`src/rtl/flash_seq_wr_burst.sv`:
```
// flash_seq_wr_burst: buffers incoming bytes in a FIFO and programs them into
// an SPI flash as WREN + Page Program bursts, polling RDSR after each burst.
//
// Input handshake: pi_flag is a one-cycle strobe with pi_data valid in that
// cycle. There is no ready/backpressure. A byte that arrives while the FIFO is
// full is dropped, and the sticky ovf flag records the loss.
module flash_seq_wr_burst #(
  parameter logic [23:0] START_ADDR = 24'h000000,
  parameter int          SCK_DIV    = 2,
  parameter int          FIFO_DEPTH = 16,
  parameter int          PAGE_SIZE  = 256,
  parameter int          CS_GAP     = 4
) (
  input  logic        sys_clk,
  input  logic        sys_rst_n,
  input  logic        pi_flag,
  input  logic [7:0]  pi_data,
  input  logic        miso,
  output logic        sck,
  output logic        cs_n,
  output logic        mosi,
  output logic        busy,
  output logic        ovf,
  output logic [23:0] wr_addr
);

  localparam int AW = $clog2(FIFO_DEPTH);
  localparam int DW = (SCK_DIV > 1) ? $clog2(SCK_DIV) : 1;
  localparam int GW = (CS_GAP > 1) ? $clog2(CS_GAP) : 1;
  localparam logic [DW-1:0] DIV_LAST  = DW'(SCK_DIV - 1);
  localparam logic [GW-1:0] GAP_LAST  = GW'(CS_GAP - 1);
  localparam logic [23:0]   PAGE_MASK = 24'(PAGE_SIZE - 1);
  localparam logic [AW:0]   FIFO_FULL = (AW+1)'(FIFO_DEPTH);
  localparam logic [7:0]    CMD_WREN  = 8'h06;
  localparam logic [7:0]    CMD_PP    = 8'h02;
  localparam logic [7:0]    CMD_RDSR  = 8'h05;

  typedef enum logic [2:0] {
    S_IDLE = 3'd0,
    S_WREN = 3'd1,
    S_GAP  = 3'd2,
    S_PP   = 3'd3,
    S_RDSR = 3'd4
  } state_t;

  // FIFO storage and bookkeeping
  logic [7:0]    mem_q [FIFO_DEPTH];
  logic [AW-1:0] wptr_q, rptr_q;
  logic [AW:0]   count_q;
  logic          ovf_q;
  logic          push, pop;

  // Sequencer state and registered SPI/status outputs
  state_t        state_q, nxt_q;
  logic          sck_q, cs_n_q, mosi_q, busy_q;
  logic [23:0]   wr_addr_q;
  logic [7:0]    sh_q, rx_q;
  logic [DW-1:0] div_cnt_q;
  logic          phase_q;
  logic [2:0]    bit_cnt_q;
  logic [2:0]    byte_idx_q;
  logic [GW-1:0] gap_cnt_q;

  logic          in_frame, bit_end, byte_end, page_end, more_bytes;
  logic [23:0]   addr_inc;
  logic [7:0]    next_byte, start_cmd;

  // Occupancy is the registered count, so a same-cycle pop never makes room.
  assign push = pi_flag && (count_q < FIFO_FULL);

  assign in_frame = (state_q == S_WREN) || (state_q == S_PP) || (state_q == S_RDSR);
  assign bit_end  = in_frame && phase_q && (div_cnt_q == DIV_LAST);
  assign byte_end = bit_end && (bit_cnt_q == 3'd7);
  assign addr_inc = wr_addr_q + 24'd1;
  assign page_end = (addr_inc & PAGE_MASK) == 24'd0;

  // Byte index 0..2 is the address header, 3 is the first data byte, 4 marks
  // data bytes where the page/FIFO continue rule applies.
  always_comb begin
    more_bytes = 1'b0;
    next_byte  = 8'h00;
    case (state_q)
      S_PP: begin
        case (byte_idx_q)
          3'd0: begin more_bytes = 1'b1; next_byte = wr_addr_q[23:16]; end
          3'd1: begin more_bytes = 1'b1; next_byte = wr_addr_q[15:8];  end
          3'd2: begin more_bytes = 1'b1; next_byte = wr_addr_q[7:0];   end
          3'd3: begin more_bytes = 1'b1; next_byte = mem_q[rptr_q];    end
          default: begin
            more_bytes = (count_q != '0) && !page_end;
            next_byte  = mem_q[rptr_q];
          end
        endcase
      end
      S_RDSR: begin
        more_bytes = (byte_idx_q == 3'd0);
        next_byte  = 8'h00;
      end
      default: begin
        more_bytes = 1'b0;
        next_byte  = 8'h00;
      end
    endcase
  end

  // A data byte leaves the FIFO on the edge that drives its first bit.
  assign pop = byte_end && (state_q == S_PP) && more_bytes && (byte_idx_q >= 3'd3);

  assign start_cmd = (state_q == S_IDLE) ? CMD_WREN :
                     (nxt_q == S_PP)     ? CMD_PP   : CMD_RDSR;

  // FIFO data array; contents need no reset because pointers guard reads.
  always_ff @(posedge sys_clk) begin
    if (push) mem_q[wptr_q] <= pi_data;
  end

  // FIFO pointers, occupancy and sticky overflow flag.
  always_ff @(posedge sys_clk or negedge sys_rst_n) begin
    if (!sys_rst_n) begin
      wptr_q  <= '0;
      rptr_q  <= '0;
      count_q <= '0;
      ovf_q   <= 1'b0;
    end else begin
      if (push) wptr_q <= wptr_q + AW'(1);
      if (pop)  rptr_q <= rptr_q + AW'(1);
      case ({push, pop})
        2'b10:   count_q <= count_q + (AW+1)'(1);
        2'b01:   count_q <= count_q - (AW+1)'(1);
        default: count_q <= count_q;
      endcase
      if (pi_flag && !push) ovf_q <= 1'b1;
    end
  end

  // Burst sequencer: frame bit engine, inter-frame gap and address tracking.
  always_ff @(posedge sys_clk or negedge sys_rst_n) begin
    if (!sys_rst_n) begin
      state_q    <= S_IDLE;
      nxt_q      <= S_IDLE;
      sck_q      <= 1'b0;
      cs_n_q     <= 1'b1;
      mosi_q     <= 1'b0;
      busy_q     <= 1'b0;
      wr_addr_q  <= START_ADDR;
      sh_q       <= 8'h00;
      rx_q       <= 8'h00;
      div_cnt_q  <= '0;
      phase_q    <= 1'b0;
      bit_cnt_q  <= 3'd0;
      byte_idx_q <= 3'd0;
      gap_cnt_q  <= '0;
    end else begin
      case (state_q)
        S_IDLE: begin
          if (count_q != '0) begin
            state_q <= S_WREN;
            busy_q  <= 1'b1;
            cs_n_q  <= 1'b0;
            mosi_q  <= start_cmd[7];
            sh_q    <= {start_cmd[6:0], 1'b0};
          end
        end
        S_GAP: begin
          if (gap_cnt_q == GAP_LAST) begin
            gap_cnt_q <= '0;
            if (nxt_q == S_IDLE) begin
              state_q <= S_IDLE;
              busy_q  <= 1'b0;
            end else begin
              state_q <= nxt_q;
              cs_n_q  <= 1'b0;
              mosi_q  <= start_cmd[7];
              sh_q    <= {start_cmd[6:0], 1'b0};
            end
          end else begin
            gap_cnt_q <= gap_cnt_q + GW'(1);
          end
        end
        S_WREN, S_PP, S_RDSR: begin
          if (div_cnt_q != DIV_LAST) begin
            div_cnt_q <= div_cnt_q + DW'(1);
          end else begin
            div_cnt_q <= '0;
            phase_q   <= ~phase_q;
            if (!phase_q) begin
              sck_q <= 1'b1;
              rx_q  <= {rx_q[6:0], miso};
            end else begin
              sck_q <= 1'b0;
              if (bit_cnt_q != 3'd7) begin
                bit_cnt_q <= bit_cnt_q + 3'd1;
                mosi_q    <= sh_q[7];
                sh_q      <= {sh_q[6:0], 1'b0};
              end else begin
                bit_cnt_q <= 3'd0;
                if (state_q == S_PP && byte_idx_q == 3'd4) wr_addr_q <= addr_inc;
                if (more_bytes) begin
                  if (byte_idx_q != 3'd4) byte_idx_q <= byte_idx_q + 3'd1;
                  mosi_q <= next_byte[7];
                  sh_q   <= {next_byte[6:0], 1'b0};
                end else begin
                  byte_idx_q <= 3'd0;
                  cs_n_q     <= 1'b1;
                  mosi_q     <= 1'b0;
                  state_q    <= S_GAP;
                  case (state_q)
                    S_WREN:  nxt_q <= S_PP;
                    S_PP:    nxt_q <= S_RDSR;
                    default: nxt_q <= rx_q[0] ? S_RDSR : S_IDLE;
                  endcase
                end
              end
            end
          end
        end
        default: begin
          state_q <= S_IDLE;
          busy_q  <= 1'b0;
          cs_n_q  <= 1'b1;
          sck_q   <= 1'b0;
          mosi_q  <= 1'b0;
        end
      endcase
    end
  end

  assign sck     = sck_q;
  assign cs_n    = cs_n_q;
  assign mosi    = mosi_q;
  assign busy    = busy_q;
  assign ovf     = ovf_q;
  assign wr_addr = wr_addr_q;

endmodule

```
`config.mk`:
```
export PLATFORM = sky130hd
export DESIGN_NAME = flash_seq_wr_burst
export DESIGN_NICKNAME = d
export VERILOG_FILES = /design/src/rtl/flash_seq_wr_burst.sv
export SDC_FILE = /design/constraint.sdc
export NUM_CORES = 1
export LEC_CHECK = 0
export ABC_AREA = 1
export BUFFER_PORTS_ARGS = -buffer_cell sky130_fd_sc_hd__buf_2
export CELL_PAD_IN_SITES_DETAIL_PLACEMENT = 1
export CELL_PAD_IN_SITES_GLOBAL_PLACEMENT = 1
export CORE_UTILIZATION = 30
export CTS_BUF_LIST = sky130_fd_sc_hd__clkbuf_4
export DETAILED_ROUTE_END_ITERATION = 10
export GPL_ROUTABILITY_DRIVEN = 0
export HOLD_SLACK_MARGIN = 0.08
export PLACE_DENSITY_LB_ADDON = 0.1
export SLEW_MARGIN = 10
export SYNTH_ARGS = -nofsm -noshare
export SYNTH_HDL_FRONTEND = slang
export SYNTH_SLANG_ARGS = --single-unit
```
`constraint.sdc`:
```
create_clock -name sys_clk -period 6.3 [get_ports sys_clk]
set_input_delay 0 -clock sys_clk [delete_from_list [all_inputs] [get_ports sys_clk]]
set_output_delay 0 -clock sys_clk [all_outputs]
set_load 0.1 [all_outputs]
```
# == Word-level counts from Yosys, hierarchy flattened ==
# Memories as Yosys holds them, arrays and structs flattened.
# Cells that the tools add are included.
# word_totals
register_bits,67
wordCells,151
mem_bits_ro,0
n_memories,1
latchBits,0
output_inout_bits,29
inputBits,12
ram_bits,128
# memory_table
memory,depth,word_bits,read_ports,rd_ports_with_merged_regs,wr,line,source
mem_q,16,8,1,0,1,47,logic [7:0] mem_q [FIFO_DEPTH];
# op_classes
add_sub_neg,9
n_lt_le_gt_ge,2
bitwise,5
n_eq_ne,25
multipliers,0
reduce_logical,36
mux,55
div_mod_pow,0
n_shift,0
# op_table
op,n
$mux W8,8
$pmux W8 S3,2
$mux W3,13
$add A24 B1 Y24 const B,1
$logic_not A24 Y1,1
$mux W1,23
$reduce_and A5 Y1,4
$ne A2 B2 Y1 const B,8
$eq A3 B2 Y1 const B,5
$reduce_and A7 Y1,2
$logic_and A1 B1 Y1,10
$pmux W5 S2,1
$eq A3 B3 Y1 const B,3
$logic_not A3 Y1,3
$ne A3 B3 Y1 const B,3
$pmux W1 S3,3
$pmux W3 S3,1
$add A4 B1 Y4 const B,2
$add A3 B1 Y3 const B,2
$eq A3 B1 Y1 const B,2
$pmux W3 S2,1
$reduce_and A3 Y1,2
$reduce_and A6 Y1,1
$add A5 B1 Y5 const B,1
other kinds (21),30

# == Depth between registers and ports, before layout ==
# logic_depth
ltp_word,11
mapped_depth,24
ltp_nobuf,24

# == Worst setup path after synthesis ==
# No wires, ideal clock.
# synth_path
path_kind,register to register
startpoint,"register wr_addr_q[1], in the netlist wr_addr[1]"
endpoint,register count_q[4]
setup_time_ns,0.079
slack_ns,2.752
arrival_ns,3.468
stages_incl_launch_ff,25
n_path_buf,0
required_ns,6.221
synth_period_minus_slack_ns,3.548
path_cell_list,dfrtp_1 > ha_1 > nand3_1 > nor2_1 > nand2_1 > nand2_1 > nor2_1 > nand2_1 > nand2_1 > nand2_1 > nand2_4 > nand2_4 > nand2_4 > inv_4 > ha_1 > inv_1 > fa_1 > inv_1 > a21oi_1 > nor2_1 > nor2_1 > nand2_1 > nand2_1 > nor2_1 > xor2_1
# synth_between
elab_chain_len,10
elab_cells_between_ends,12
classes_between,add/sub: 1; eq/ne: 2; mux: 3; reduce/logical: 6
# synth_rtl
element,line,source
start: declaration,56,logic [23:0] wr_addr_q;
start signal: assignment,197,if (state_q == S_PP && byte_idx_q == 3'd4) wr_addr_q <= addr_inc;
$add A24 B1 Y24 *,74,assign addr_inc = wr_addr_q + 24'd1;
$logic_not A24 Y1 *,75,assign page_end = (addr_inc & PAGE_MASK) == 24'd0;
$logic_not A1 Y1 *,90,more_bytes = (count_q != '0) && !page_end;
$logic_and A1 B1 Y1 *,90,
$mux W1 *,84,case (byte_idx_q)
$pmux W1 S2 *,82,case (state_q)
$logic_and A1 B1 Y1 * (2 in a row),107,assign pop = byte_end && (state_q == S_PP) && more_bytes && (byte_idx_q >= 3'd3);
net pop,51,"logic push, pop;"
$eq A2 B1 Y1 or $eq A2 B2 Y1 (tied branches),127,"case ({push, pop})"
$pmux W5 S2 or $reduce_bool A2 Y1 (tied branches),--,
end signal: assignment,128,2'b10: count_q <= count_q + (AW+1)'(1);
end signal: assignment,129,2'b01: count_q <= count_q - (AW+1)'(1);
end signal: assignment,130,default: count_q <= count_q;
end: declaration,49,logic [AW:0] count_q;
# The timed path passes the listed nets; every way through them passes the cells marked *.
# A chain may end at the register's enable or synchronous reset.

# == Worst setup path after layout ==
# layout_path
startpoint,register byte_idx_q[0]
endpoint,register count_q[4]
# layout_between
elab_chain_len,8
elab_cells_between_ends,14
classes_between,order compare: 1; eq/ne: 5; mux: 3; reduce/logical: 5
# layout_rtl
element,line,source
start: declaration,61,logic [2:0] byte_idx_q;
start signal: assignment,199,if (byte_idx_q != 3'd4) byte_idx_q <= byte_idx_q + 3'd1;
$eq A3 B2 Y1 (tied with other cells),84,
$reduce_or A4 Y1 (no line),--,
$mux W1,84,
$pmux W1 S2,82,
$logic_and A1 B1 Y1,107,
$logic_and A1 B1 Y1 *,107,
net pop,51,
$eq A2 B1 Y1 or $eq A2 B2 Y1 (tied branches),127,
$pmux W5 S2 or $reduce_bool A2 Y1 (tied branches),--,
# Marked as above.

==> tab_implementation.tex <==
\begin{tabular}{lr}
\hline
Metric & Value \\
\hline
\multicolumn{2}{l}{\textbf{Power}} \\
\quad Pwr/cell area & 245 nW/µm² \\
\quad Static leakage & 4.10 nW \\
\quad Total net switching power & 0.754 mW \\
\quad Worst vdd ir & 0.0887 mV \\
\quad Switching power share of the total & 30.5\% \\
\quad Share of power burned in combinational logic & 9.5\% \\
\quad Sequential power share & 60.4\% \\
\quad Cell-internal power & 1.72 mW \\
\quad Clock network fraction of total power & 30.1\% \\
\multicolumn{2}{l}{\textbf{Timing}} \\
\quad Share of the clock period used by the worst path after layout & 52.4\% \\
\quad Hold Violations, Final & 0 \\
\quad Worst clock skew on the final layout & 0.0475 ns \\
\quad Unrepaired setup endpoints after global routing & false \\
\quad Tightest Pin Transition & 1.11 ns \\
\quad Clock period minus final worst setup slack & 3.30 ns \\
\quad Accumulated negative setup slack & 0 ns \\
\quad Achievable Freq & 303 MHz \\
\quad Max-Slew Margin vs Limit & 25.5\% \\
\quad Number of slew-limit violations in the final report & 0 \\
\quad Post-Route Hold Slack & 0.236 ns \\
\quad Final setup violating endpoints & 0 \\
\multicolumn{2}{l}{\textbf{Hold path}} \\
\quad Endpoint of the worst hold-timing path & wptr\_q[0] \\
\quad Hold-critical path depth & 4 \\
\quad Hold WC Path Type & in2reg \\
\quad Hold Startpoint & pi\_flag \\
\multicolumn{2}{l}{\textbf{Critical path}} \\
\quad Critical path type & reg2reg \\
\quad Worst reg2reg path startpoint & byte\_idx\_q[0] \\
\quad Endpoint of the worst-slack reg-to-reg timing path & count\_q[4] \\
\quad Critical path startpoint category & register \\
\quad Worst Path Required & 6.89 ns \\
\quad Critical path's most frequent cell & sky130\_fd\_sc\_hd\_\_nor2\_1 \\
\quad Count of buffer and inverter cells on the critical path & 4 \\
\quad Worst-case register-to-register setup slack & 3.00 ns \\
\quad Critical-path top delay cell & sky130\_fd\_sc\_hd\_\_dfrtp\_1 \\
\quad Arrival @ worst endpoint & 3.90 ns \\
\quad CP delay by family, top & simple AND/OR/NAND/NOR gates \\
\quad Critical path capture point type & register \\
\quad Largest incremental delay on the critical path & 0.45 ns \\
\quad Number of cells on the worst reg-to-reg path & 20 \\
\quad List of cells traversed by the critical path & inv\_1, ha\_1, nand2\_8, inv\_4, nor3\_4, inv\_4, nor2\_2, nand2\_1, nand2\_4, nand2\_4, nand2\_4, inv\_4, ha\_1, ha\_1, a21oi\_1, nor2\_1, nor2\_1, nor2\_1, nor2\_1, xor2\_1 \\
\quad Worst-path fanout max & 9 \\
\multicolumn{2}{l}{\textbf{Synth}} \\
\quad Top\_reg\_cell synth & sky130\_fd\_sc\_hd\_\_edfxtp\_1 \\
\quad Sequential area share after synthesis & 61.1\% \\
\quad Synthesis-stage register bit count & 193 \\
\quad Synthesized area divided by synthesized cell count & 10.2 µm² \\
\quad Post-synthesis compound-gate area fraction & 6.44\% \\
\quad Fraction of synthesized area in multiplexers & 0.251\% \\
\quad Dominant combinational cell family by area after synthesis & simple AND/OR/NAND/NOR gates \\
\quad Xor and xnor fraction of the mapped netlist area & 2.54\% \\
\quad Post-Synth Adder-Cell Area & 2.74\% \\
\quad Share of synthesized cell area in and, or, nand and nor gates & 22.8\% \\
\quad Cell area after synthesis & 8960 µm² \\
\quad Share of synthesized registers carrying an async set or reset & 33.7\% \\
\quad Cell count after synthesis & 877 \\
\quad Synth Warn \# & 0 \\
\quad Number of library cell types mapped by synthesis & 50 \\
\quad Number of flops mapped to enable cells by yosys & 128 \\
\quad Net count of the mapped netlist & 908 \\
\multicolumn{2}{l}{\textbf{Global route}} \\
\quad Maximum number of pins on one net before global-route repair & 66 \\
\quad Via count of the first global-routing pass & 6,413 \\
\quad Combined global-route utilization of all metal layers & 17.1\% \\
\quad Gr ovfl total & 0 \\
\quad Wire length of the first global-routing pass & 39.5 mm \\
\quad Number of antenna violations at the first check in global routing & 2 \\
\multicolumn{2}{l}{\textbf{Clock tree}} \\
\quad Clock latency at the later pin of the worst-skew pair & 0.64 ns \\
\quad Cts bufs inserted & 17 \\
\quad Buffers inserted during post-CTS setup optimization & 0 \\
\quad H-tree depth & 4 \\
\quad TritonCTS clock tree & built \\
\quad Root buf cell & sky130\_fd\_sc\_hd\_\_clkbuf\_4 \\
\quad Clock-pin slew reported for the worst setup and hold paths after clock tree synthesis & 0.22 ns \\
\quad TritonCTS Sinks & 193 \\
\quad Max Root-Sink Buffers & 2 \\
\multicolumn{2}{l}{\textbf{Place}} \\
\quad Placement Cell Area & 9590 µm² \\
\quad HPWL after detailed placement & 16.9 mm \\
\quad Port-buffer cells & 40 \\
\multicolumn{2}{l}{\textbf{Route}} \\
\quad Remaining antenna violation count & 0 \\
\quad Number of detailed-routing iterations run before antenna repair & 4 \\
\quad DR vias/cell & 4.78 \\
\quad Via count of the routed design & 6,371 \\
\quad Mean routed wirelength per cell & 18.7 µm \\
\quad Initial drt markers & 303 \\
\quad Detailed-route DRC error count & 0 \\
\quad Sum of routed wire length over all layers & 24.9 mm \\
\multicolumn{2}{l}{\textbf{Floorplanning}} \\
\quad Initial Util & 30.9\% \\
\quad Die extent in y & 175 µm \\
\quad Core area & 29,000 µm² \\
\quad Rows & 62 \\
\quad Die W & 175 µm \\
\quad Die area & 30,600 µm² \\
\quad Ports & 41 \\
\multicolumn{2}{l}{\textbf{Finish}} \\
\quad Commonest non-fill, non-tap cells in the layout & sky130\_fd\_sc\_hd\_\_nand2\_1, sky130\_fd\_sc\_hd\_\_edfxtp\_1, sky130\_fd\_sc\_hd\_\_nor2\_1 \\
\quad Fraction of layout cells with a size suffix above 1 & 13.4\% \\
\quad Most common library cell in the layout ignoring fill and taps & sky130\_fd\_sc\_hd\_\_nand2\_1 \\
\quad Post-layout nets & 965 \\
\quad Syn-to-layout area delta & 12.6\% \\
\quad Final instance area & 10,100 µm² \\
\multicolumn{2}{l}{\textbf{Outcome}} \\
\quad Status & completed \\
\multicolumn{2}{l}{\textbf{Job}} \\
\quad Reported max-cap violation count & 0 \\
\hline
\end{tabular}
layer usage:
metal / routed length, µm / global-route usage, %
met1: 12900 / 25.2
met2: 11200 / 26.1
met3: 618 / 2.72
met4: 150 / 3.91
met5: 0 / 0
worst register-to-register path: stages (launching register included):
cell and delay [ns]:
sky130_fd_sc_hd__dfrtp_1 0.45, sky130_fd_sc_hd__inv_1 0.10, sky130_fd_sc_hd__ha_1 0.28, sky130_fd_sc_hd__nand2_8 0.13, sky130_fd_sc_hd__inv_4 0.05, sky130_fd_sc_hd__nor3_4 0.40, sky130_fd_sc_hd__inv_4 0.11, sky130_fd_sc_hd__nor2_2 0.10
sky130_fd_sc_hd__nand2_1 0.10, sky130_fd_sc_hd__nand2_4 0.11, sky130_fd_sc_hd__nand2_4 0.09, sky130_fd_sc_hd__nand2_4 0.10, sky130_fd_sc_hd__inv_4 0.06, sky130_fd_sc_hd__ha_1 0.23, sky130_fd_sc_hd__ha_1 0.33, sky130_fd_sc_hd__a21oi_1 0.18
sky130_fd_sc_hd__nor2_1 0.06, sky130_fd_sc_hd__nor2_1 0.12, sky130_fd_sc_hd__nor2_1 0.05, sky130_fd_sc_hd__nor2_1 0.13, sky130_fd_sc_hd__xor2_1 0.14
layout make-up:
| class | instances | area [µm²] |
|---|---|---|
| timing repair buffer | 59 | 400 |
| sequential | 193 | 5470 |
| inverter | 73 | 285 |
| tap | 384 | 480 |
| clock buffer | 17 | 128 |
| fill | 3327 | 18900 |
| clock inverter | 15 | 199 |
| multi-input combinational | 590 | 3120 |
| antenna | 3 | 7.51 |
how the worst max path moves through the flow:
stage | start | endpoint | slack [ns] | cells past startpoint
after floorplan | wr_addr[1] | count_q[4] | 2.75 | 24
after global placement | byte_idx_q[0] | count_q[4] | 3.00 | 21
after detailed placement | byte_idx_q[0] | count_q[4] | 2.91 | 21
after CTS | byte_idx_q[0] | count_q[4] | 2.94 | 20
after global routing | byte_idx_q[1] | count_q[4] | 2.61 | 23
final | byte_idx_q[0] | count_q[4] | 3.00 | 20
cell families after synthesis:
group / count (synthesis)
fa+ha+maj: 19
buf+inv: 94
simple gates: 447
xor+xnor: 26
flops: 193
mux: 2
compound gates: 96
timing repair:
item | CTS | global route
resized for setup | 0 | 0
hold buffers | 15 | 0
endpoints found under the hold margin | 203 | 0
registers in the layout, indices dropped and copies added (netlist names):
register,flops
rx_q,1
sck,1
sh_q,7
count_q,5
wr_addr,24
nxt_q,2
cs_n,1
byte_idx_q,3
busy,1
wptr_q,4
div_cnt_q,1
bit_cnt_q,3
state_q,3
ovf,1
mem_q,128
mosi,1
gap_cnt_q,2
phase_q,1
rptr_q,4
power by group through the flow:
stage	Clock [mW]	Sequential, mW	Combinational (mW)
2_1_floorplan	0	1.51	0.147
3_3_place_gp	0	1.52	0.234
3_5_place_dp	0	1.52	0.233
4_1_cts	0.771	1.49	0.244
5_1_grt	0.812	1.50	0.275
6_report	0.743	1.49	0.236
per-stage QoR:
step / util, % / setup WS (ns) / power, mW / instances
2_1_floorplan: - / 2.75 / 1.65 / 877
3_3_place_gp: 33.0 / 3.00 / 1.75 / 1284
3_5_place_dp: 33.0 / 2.91 / 1.75 / 1284
4_1_cts: 34.8 / 2.94 / 2.51 / 1331
5_1_grt: 34.8 / 2.61 / 2.59 / 1334
6_report: 34.8 / 3.00 / 2.47 / 1334
cell usage after synthesis (all sizes together), types with 2 or more instances:
library cell | number | area [µm²]
edfxtp | 128 | 3840
inv | 70 | 273
dfrtp | 64 | 1600
a21oi | 26 | 134
o21ai | 40 | 204
nand3 | 82 | 438
clkbuf | 11 | 42.5
nor2 | 98 | 408
mux2 | 2 | 22.5
buf | 10 | 41.3
nand3b | 2 | 15.0
or3 | 5 | 31.3
or2 | 2 | 12.5
a31oi | 2 | 12.5
xnor2 | 4 | 35.0
o22ai | 6 | 37.5
o2111ai | 14 | 123
nor3 | 14 | 109
o211ai | 2 | 15.0
clkinv | 3 | 12.5
xor2 | 22 | 193
ha | 18 | 225
nor4 | 4 | 31.3
nand2 | 231 | 943
a21o | 2 | 15.0
nand4 | 9 | 56.3
Note: power is estimated with default switching activity, not from simulation.
